### config.mk
export PLATFORM = sky130hd
export DESIGN_NAME = mem_responder
export DESIGN_NICKNAME = d
export VERILOG_FILES = /design/src/rtl/gpu_mem_pkg.sv /design/src/rtl/rr_arbiter.sv /design/src/rtl/mem_responder.sv
export SDC_FILE = /design/constraint.sdc
export NUM_CORES = 2
export LEC_CHECK = 0
export CAP_MARGIN = 20
export CORE_UTILIZATION = 30
export DETAILED_ROUTE_END_ITERATION = 10
export PLACE_DENSITY_LB_ADDON = 0.3
export SLEW_MARGIN = 25
export SYNTH_ARGS = -nofsm -noshare
export SYNTH_HDL_FRONTEND = slang
export SYNTH_SLANG_ARGS = --single-unit
### constraint.sdc
create_clock -name clk -period 11.5 [get_ports clk]
set_input_delay 1.725 -clock clk [delete_from_list [all_inputs] [get_ports clk]]
set_output_delay 1.725 -clock clk [all_outputs]
set_load 0.005 [all_outputs]
### src/rtl/gpu_mem_pkg.sv
// Shared types and defaults for the GPU memory responder and its LSU clients.
// Latency: n/a (types and constants only).
// Backpressure: n/a.
package gpu_mem_pkg;

  // Responder FSM: wait for a request, count out the access latency, hold the response.
  typedef enum logic [1:0] {
    IDLE   = 2'd0,
    ACCESS = 2'd1,
    RESP   = 2'd2
  } mem_state_e;

  localparam int DEF_NUM_CHANNELS = 4;
  localparam int DEF_ADDR_BITS    = 8;
  localparam int DEF_DATA_BITS    = 8;
  localparam int DEF_LATENCY      = 2;

  // Access counter width: wide enough for LATENCY up to 15.
  localparam int CNT_BITS = 4;

  // Width of a channel index; a single channel still gets a 1-bit index.
  function automatic int idx_bits(input int n);
    return (n > 1) ? $clog2(n) : 1;
  endfunction

endpackage

### src/rtl/rr_arbiter.sv
// Round-robin arbiter: picks the first requester after last_grant, wrapping around.
// Latency: purely combinational, zero cycles.
// Backpressure: none; the caller decides whether the grant is used.
// Ports: req (request vector), last_grant (index of previous winner),
//        grant (one-hot winner, all zero if no request), grant_idx (winner index).
module rr_arbiter
  import gpu_mem_pkg::*;
#(
  parameter  int NUM_CHANNELS = DEF_NUM_CHANNELS,
  localparam int IDX_W        = idx_bits(NUM_CHANNELS)
) (
  input  logic [NUM_CHANNELS-1:0] req,
  input  logic [IDX_W-1:0]        last_grant,
  output logic [NUM_CHANNELS-1:0] grant,
  output logic [IDX_W-1:0]        grant_idx
);

  logic [IDX_W-1:0] cand;
  logic             found;

  // Walk last_grant+1 .. last_grant+NUM_CHANNELS so last_grant itself is checked last.
  always_comb begin
    grant     = '0;
    grant_idx = '0;
    cand      = '0;
    found     = 1'b0;
    for (int k = 1; k <= NUM_CHANNELS; k++) begin
      cand = IDX_W'((int'(last_grant) + k) % NUM_CHANNELS);
      if (!found && req[cand]) begin
        found       = 1'b1;
        grant[cand] = 1'b1;
        grant_idx   = cand;
      end
    end
  end

endmodule

### src/rtl/mem_responder.sv
// Multi-channel memory responder: serves one LSU read/write at a time from an internal RAM.
// Latency: response rises LATENCY edges after acceptance (accepting edge counts as the first).
// Backpressure: response held until resp_ready on the serving channel; req_ready low while busy.
// Ports: clk, reset (async, active high); per-channel req_valid/req_write/req_addr/req_wdata
//        with req_ready grant; per-channel resp_valid/resp_rdata with resp_ready.
module mem_responder
  import gpu_mem_pkg::*;
#(
  parameter int NUM_CHANNELS = DEF_NUM_CHANNELS,
  parameter int ADDR_BITS    = DEF_ADDR_BITS,
  parameter int DATA_BITS    = DEF_DATA_BITS,
  parameter int LATENCY      = DEF_LATENCY
) (
  input  logic                                 clk,
  input  logic                                 reset,
  input  logic [NUM_CHANNELS-1:0]              req_valid,
  input  logic [NUM_CHANNELS-1:0]              req_write,
  input  logic [NUM_CHANNELS-1:0][ADDR_BITS-1:0] req_addr,
  input  logic [NUM_CHANNELS-1:0][DATA_BITS-1:0] req_wdata,
  output logic [NUM_CHANNELS-1:0]              req_ready,
  output logic [NUM_CHANNELS-1:0]              resp_valid,
  output logic [NUM_CHANNELS-1:0][DATA_BITS-1:0] resp_rdata,
  input  logic [NUM_CHANNELS-1:0]              resp_ready
);

  localparam int IDX_W = idx_bits(NUM_CHANNELS);
  localparam int DEPTH = 2 ** ADDR_BITS;
  // Final ACCESS count value; ACCESS lasts LATENCY-1 cycles.
  localparam logic [CNT_BITS-1:0] ACC_LAST = CNT_BITS'((LATENCY > 1) ? LATENCY - 2 : 0);

  logic [DATA_BITS-1:0] mem [DEPTH];

  mem_state_e           state_q, state_d;
  logic [CNT_BITS-1:0]  cnt_q, cnt_d;
  logic [IDX_W-1:0]     last_grant_q, last_grant_d;
  logic [IDX_W-1:0]     ch_q, ch_d;
  logic                 write_q, write_d;
  logic [ADDR_BITS-1:0] addr_q, addr_d;
  logic [DATA_BITS-1:0] wdata_q, wdata_d;
  logic [DATA_BITS-1:0] rdata_q, rdata_d;
  logic                 gap_q, gap_d;

  logic [NUM_CHANNELS-1:0] arb_grant;
  logic [IDX_W-1:0]        arb_idx;
  logic                    accept;
  logic                    win_write;
  logic [ADDR_BITS-1:0]    win_addr;
  logic [DATA_BITS-1:0]    win_wdata;

  rr_arbiter #(
    .NUM_CHANNELS(NUM_CHANNELS)
  ) u_arb (
    .req        (req_valid),
    .last_grant (last_grant_q),
    .grant      (arb_grant),
    .grant_idx  (arb_idx)
  );

  // Grant is offered only in a free IDLE cycle; reset forces it low even though state is IDLE.
  always_comb begin
    req_ready = '0;
    if (state_q == IDLE && !gap_q && !reset) begin
      req_ready = arb_grant;
    end
    accept    = |req_ready;
    win_write = req_write[arb_idx];
    win_addr  = req_addr[arb_idx];
    win_wdata = req_wdata[arb_idx];
  end

  always_comb begin
    state_d      = state_q;
    cnt_d        = cnt_q;
    last_grant_d = last_grant_q;
    ch_d         = ch_q;
    write_d      = write_q;
    addr_d       = addr_q;
    wdata_d      = wdata_q;
    rdata_d      = rdata_q;
    gap_d        = 1'b0;
    case (state_q)
      IDLE: begin
        if (accept) begin
          ch_d         = arb_idx;
          write_d      = win_write;
          addr_d       = win_addr;
          wdata_d      = win_wdata;
          last_grant_d = arb_idx;
          cnt_d        = '0;
          if (LATENCY > 1) begin
            state_d = ACCESS;
          end else begin
            // Single-cycle build: the latched fields are not yet valid, use the winner directly.
            state_d = RESP;
            rdata_d = win_write ? win_wdata : mem[win_addr];
          end
        end
      end
      ACCESS: begin
        if (cnt_q == ACC_LAST) begin
          state_d = RESP;
          rdata_d = write_q ? wdata_q : mem[addr_q];
        end else begin
          cnt_d = cnt_q + CNT_BITS'(1);
        end
      end
      RESP: begin
        if (resp_ready[ch_q]) begin
          state_d = IDLE;
          // One dead IDLE cycle after each response: back-to-back spacing is LATENCY+2.
          gap_d   = 1'b1;
        end
      end
      default: state_d = IDLE;
    endcase
  end

  always_ff @(posedge clk or posedge reset) begin
    if (reset) begin
      state_q      <= IDLE;
      cnt_q        <= '0;
      last_grant_q <= IDX_W'(NUM_CHANNELS - 1);
      ch_q         <= '0;
      write_q      <= 1'b0;
      addr_q       <= '0;
      wdata_q      <= '0;
      rdata_q      <= '0;
      gap_q        <= 1'b0;
    end else begin
      state_q      <= state_d;
      cnt_q        <= cnt_d;
      last_grant_q <= last_grant_d;
      ch_q         <= ch_d;
      write_q      <= write_d;
      addr_q       <= addr_d;
      wdata_q      <= wdata_d;
      rdata_q      <= rdata_d;
      gap_q        <= gap_d;
    end
  end

  // Memory contents survive reset; writes commit on the accepting edge.
  always_ff @(posedge clk) begin
    if (accept && win_write) begin
      mem[win_addr] <= win_wdata;
    end
  end

  always_comb begin
    resp_valid = '0;
    resp_rdata = '0;
    if (state_q == RESP) begin
      resp_valid[ch_q] = 1'b1;
      resp_rdata[ch_q] = rdata_q;
    end
  end

endmodule

==> impl_results.md <==
* Status: finished, final reports clean
* First-pass GRT wire length at 318000 um
* Area grow syn2layout at 15.6%
* First DRT Iteration DRCs at 4017
* Share of cells above drive strength 1 at 31.9%
* Crit Path Max Fanout at 41
* Row count at 194
* RePlAce Congestion at 0.814
* I/O pins at 118
* Setup crit end kind: flop
* Post-CTS setup buffers at 0
* Syn Inst Count at 3874
* Ys async rst share at 1.73%
* Drt pass-1 iters at 5
* Syn nets at 3962
* Worst path buffer plus inverter count at 4
* H-Tree Depth at 4
* Die area at 0.285 mm^2
* # port buffers at 117
* Nets at 4166
* Core ar. at 0.280 mm^2
* Unrepaired setup endpoints after global routing: false
* Worst hold-check path type: flop to flop
* Antenna violations before repair at 2
* Delay-heaviest family, CP: buffers and inverters
* Clk_skew at 0.0510 ns
* Finish-stage setup viols at 0
* Cells along the critical path: clkdlybuf4s50_1 -> mux4_2 -> nor2b_4 -> o21ai_1 -> a32oi_4 -> buf_4 -> nor4_4 -> o21ai_4 -> buf_4 -> buf_4 -> nor3b_2
* Period minus WS final at 7.07 ns
* Most frequent cell after synthesis: edfxtp_1
* Total number of vias at 40973
* Total CTS buffers at 204
* Top post-synthesis cells by count: 2048 x edfxtp_1, 623 x mux4_2, 118 x buf_2
* Worst rel slew slack at 21.5%
* GR Layer Usage met3 at 2.53%
* Clock sinks at 2084
* Worst skew pair latency at 0.86 ns
* Synth Flop Type: edfxtp_1
* DR WL/cell at 27.5 um
* DRC Markers at 0
* Worst vdd ir at 518 uV
* Sequential-to-total area share from yosys stat at 73.6%
* Top Usage Layer GRT: met2
* GR Layer Usage met1 at 22.2%
* Yosys cell types at 77
* # resized after CTS at 0
* Post-synth top area cell: edfxtp_1
* Setup tns final at 0 ns
* Final hold viol count at 0
* Hold Slack at 0.510 ns
* Crit-path most repeated cell: buf_4
* Initial Util at 30.3%
* Post-synth EDFFs at 2048
* CTS tree: yes
* WP data arrival at 7.60 ns
* Grt total ovfl at 0
* Die width at 534 um
* Pre-CTS setup slack at 3.54 ns
* GR Util met2 at 23.9%
* Worst-path clk slew at 0.06 ns
* PwrDens at 310 mW/mm^2
* DP Wirelength at 128000 um
* Yosys Warn Count at 0
* Syn Area/Cell at 21.9 um^2
* Vias/cell at 5.13
* Gr usage total at 15.3%
* Vias in the first global route at 41667
* Crit Path Category: input pin to flop
* Maxcap violations at 0
* CTS Buffer Depth at 3
* Clock Tree Root: clkbuf_16
* Die Y at 534 um
* Final period util at 61.5%
* Total Wirelength at 220000 um
* Crit-path slowest cell: o21ai_4
* Leak at 28.9 nW
* Synth area leaders: edfxtp_1 73%, mux4_2 17%, nor3b_2 1.1%, dfrtp_1 1.0%, mux2i_1 0.87%
* Routed Antenna Nets at 0
* Slew @ Worst Pin at 1.18 ns
* Top cell type's share of synthesized area at 72.5%
* Synthesized flop and latch total at 2084
* Fmax at 141 MHz
* Post-synthesis cell area at 0.0848 mm^2
* Setup ws final at 4.43 ns
* Final Slew Violations at 0
* Startpoint Class: input pin
* Largest net degree at the start of global routing at 191
* CP max stage delay at 0.85 ns
* Hold Buf Count CTS at 0
* Worst path required time at 12.02 ns
## kinds of logic after synthesis
| family | count (synthesis) | synth area share, % |
|---|---|---|
| AOI/OAI and AO/OA | 240 | 2.07 |
| and+or+nand+nor | 534 | 4.78 |
| buffers and inverters | 288 | 1.74 |
| muxes | 717 | 17.7 |
| xor gates and xnor gates | 1 | 0.0103 |
| adders and majority gates | 10 | 0.148 |
| DFF | 2084 | 73.6 |
## layout make-up
| cell class | instances | area, um^2 |
|---|---|---|
| Antenna cell | 1 | 2.50 |
| Clock buffer | 240 | 5280 |
| Clock inverter | 143 | 1370 |
| Fill cell | 25715 | 182000 |
| Inverter | 20 | 75.1 |
| Multi-Input combinational cell | 1502 | 21800 |
| Sequential cell | 2084 | 62400 |
| Tap cell | 3724 | 4660 |
| Timing Repair Buffer | 266 | 2480 |
## metal layers
| metal | up-vias | wire, um |
|---|---|---|
| li1 | 16993 | - |
| met1 | 22280 | 97800 |
| met5 | - | 0 |
| met2 | 1467 | 103000 |
| met3 | 233 | 14500 |
| met4 | 0 | 4590 |
## sequential cells by signal, summed over array words and instances (netlist names)
name and flops:
rdata_q 8, ch_q 2, mem 2048, write_q 1
addr_q 8, last_grant_q 2, wdata_q 8, gap_q 1
state_q 2, cnt_q 4
## final timing paths
kind / startpoint / endpoint / slack [ns] / cells past startpoint
min: wdata_q[6] / wdata_q[6] / 0.51 / 2
max in group asynchronous: reset / addr_q[2] / 9.72 / 3
max: req_valid[0] / mem[101][7] / 4.43 / 11
min reg2reg: wdata_q[6] / wdata_q[6] / 0.51 / 2
min in group asynchronous: reset / addr_q[1] / 1.35 / 3
max reg2reg: last_grant_q[0] / mem[101][7] / 4.49 / 12
## per-stage QoR
| step | std cells | total power [W] | cell area [um^2] | utilization (%) |
|---|---|---|---|---|
| after floorplan | 3874 | 0.0192 | 84800 | - |
| after global placement | 7593 | 0.0237 | 90700 | 32.4 |
| after detailed placement | 7594 | 0.0239 | 90900 | 32.4 |
| after CTS | 7977 | 0.0306 | 97600 | 34.8 |
| after global routing | 7980 | 0.0315 | 98100 | 35.0 |
| final | 7980 | 0.0304 | 98100 | 35.0 |
## where the power goes
group | internal (W) | total, W | leakage (nW) | switching (W)
Sequential | 0.0117 | 0.0119 | 18.8 | 0.000238
Clock | 0.00373 | 0.00666 | 3.22 | 0.00293
Combinational | 0.00331 | 0.0118 | 6.91 | 0.00847
Total | 0.0188 | 0.0304 | 28.9 | 0.0116
## worst reg2reg max path, cell delays in order, from the launching register on
cell and delay [ns]:
dfstp_2 0.86, inv_1 0.29, ha_1 0.57, mux4_2 0.52
nor2_4 0.22, nand2_1 0.17, a32oi_4 0.77, buf_4 0.60
nor4_4 0.13, o21ai_4 0.85, buf_4 0.76, buf_4 0.68
nor3b_2 0.29
## cell usage in the layout, fill, tap and decap left out, types with 10 or more instances in the layout
cell,count
nor2_1,40
o211ai_1,20
bufinv_16,19
buf_12,11
mux2i_1,74
clkdlybuf4s50_1,117
o22ai_1,17
a21oi_1,55
dfrtp_1,28
edfxtp_1,2048
nor3_2,43
a31oi_1,13
inv_1,20
ha_1,10
clkbuf_16,206
nor4_4,37
nor3_1,31
a211oi_1,33
nand2b_1,11
and3_1,12
nor4_2,15
mux2_2,20
nor3b_2,111
nor2b_1,26
clkbuf_1,34
nor3b_1,40
mux4_2,623
buf_4,133
o32a_2,16
nor4_1,28
o21ai_0,19
nand2_1,43
clkinv_1,63
and2_1,42
clkinv_2,31
nand3_1,22
No activity file was read; power rests on OpenSTA's default activity.
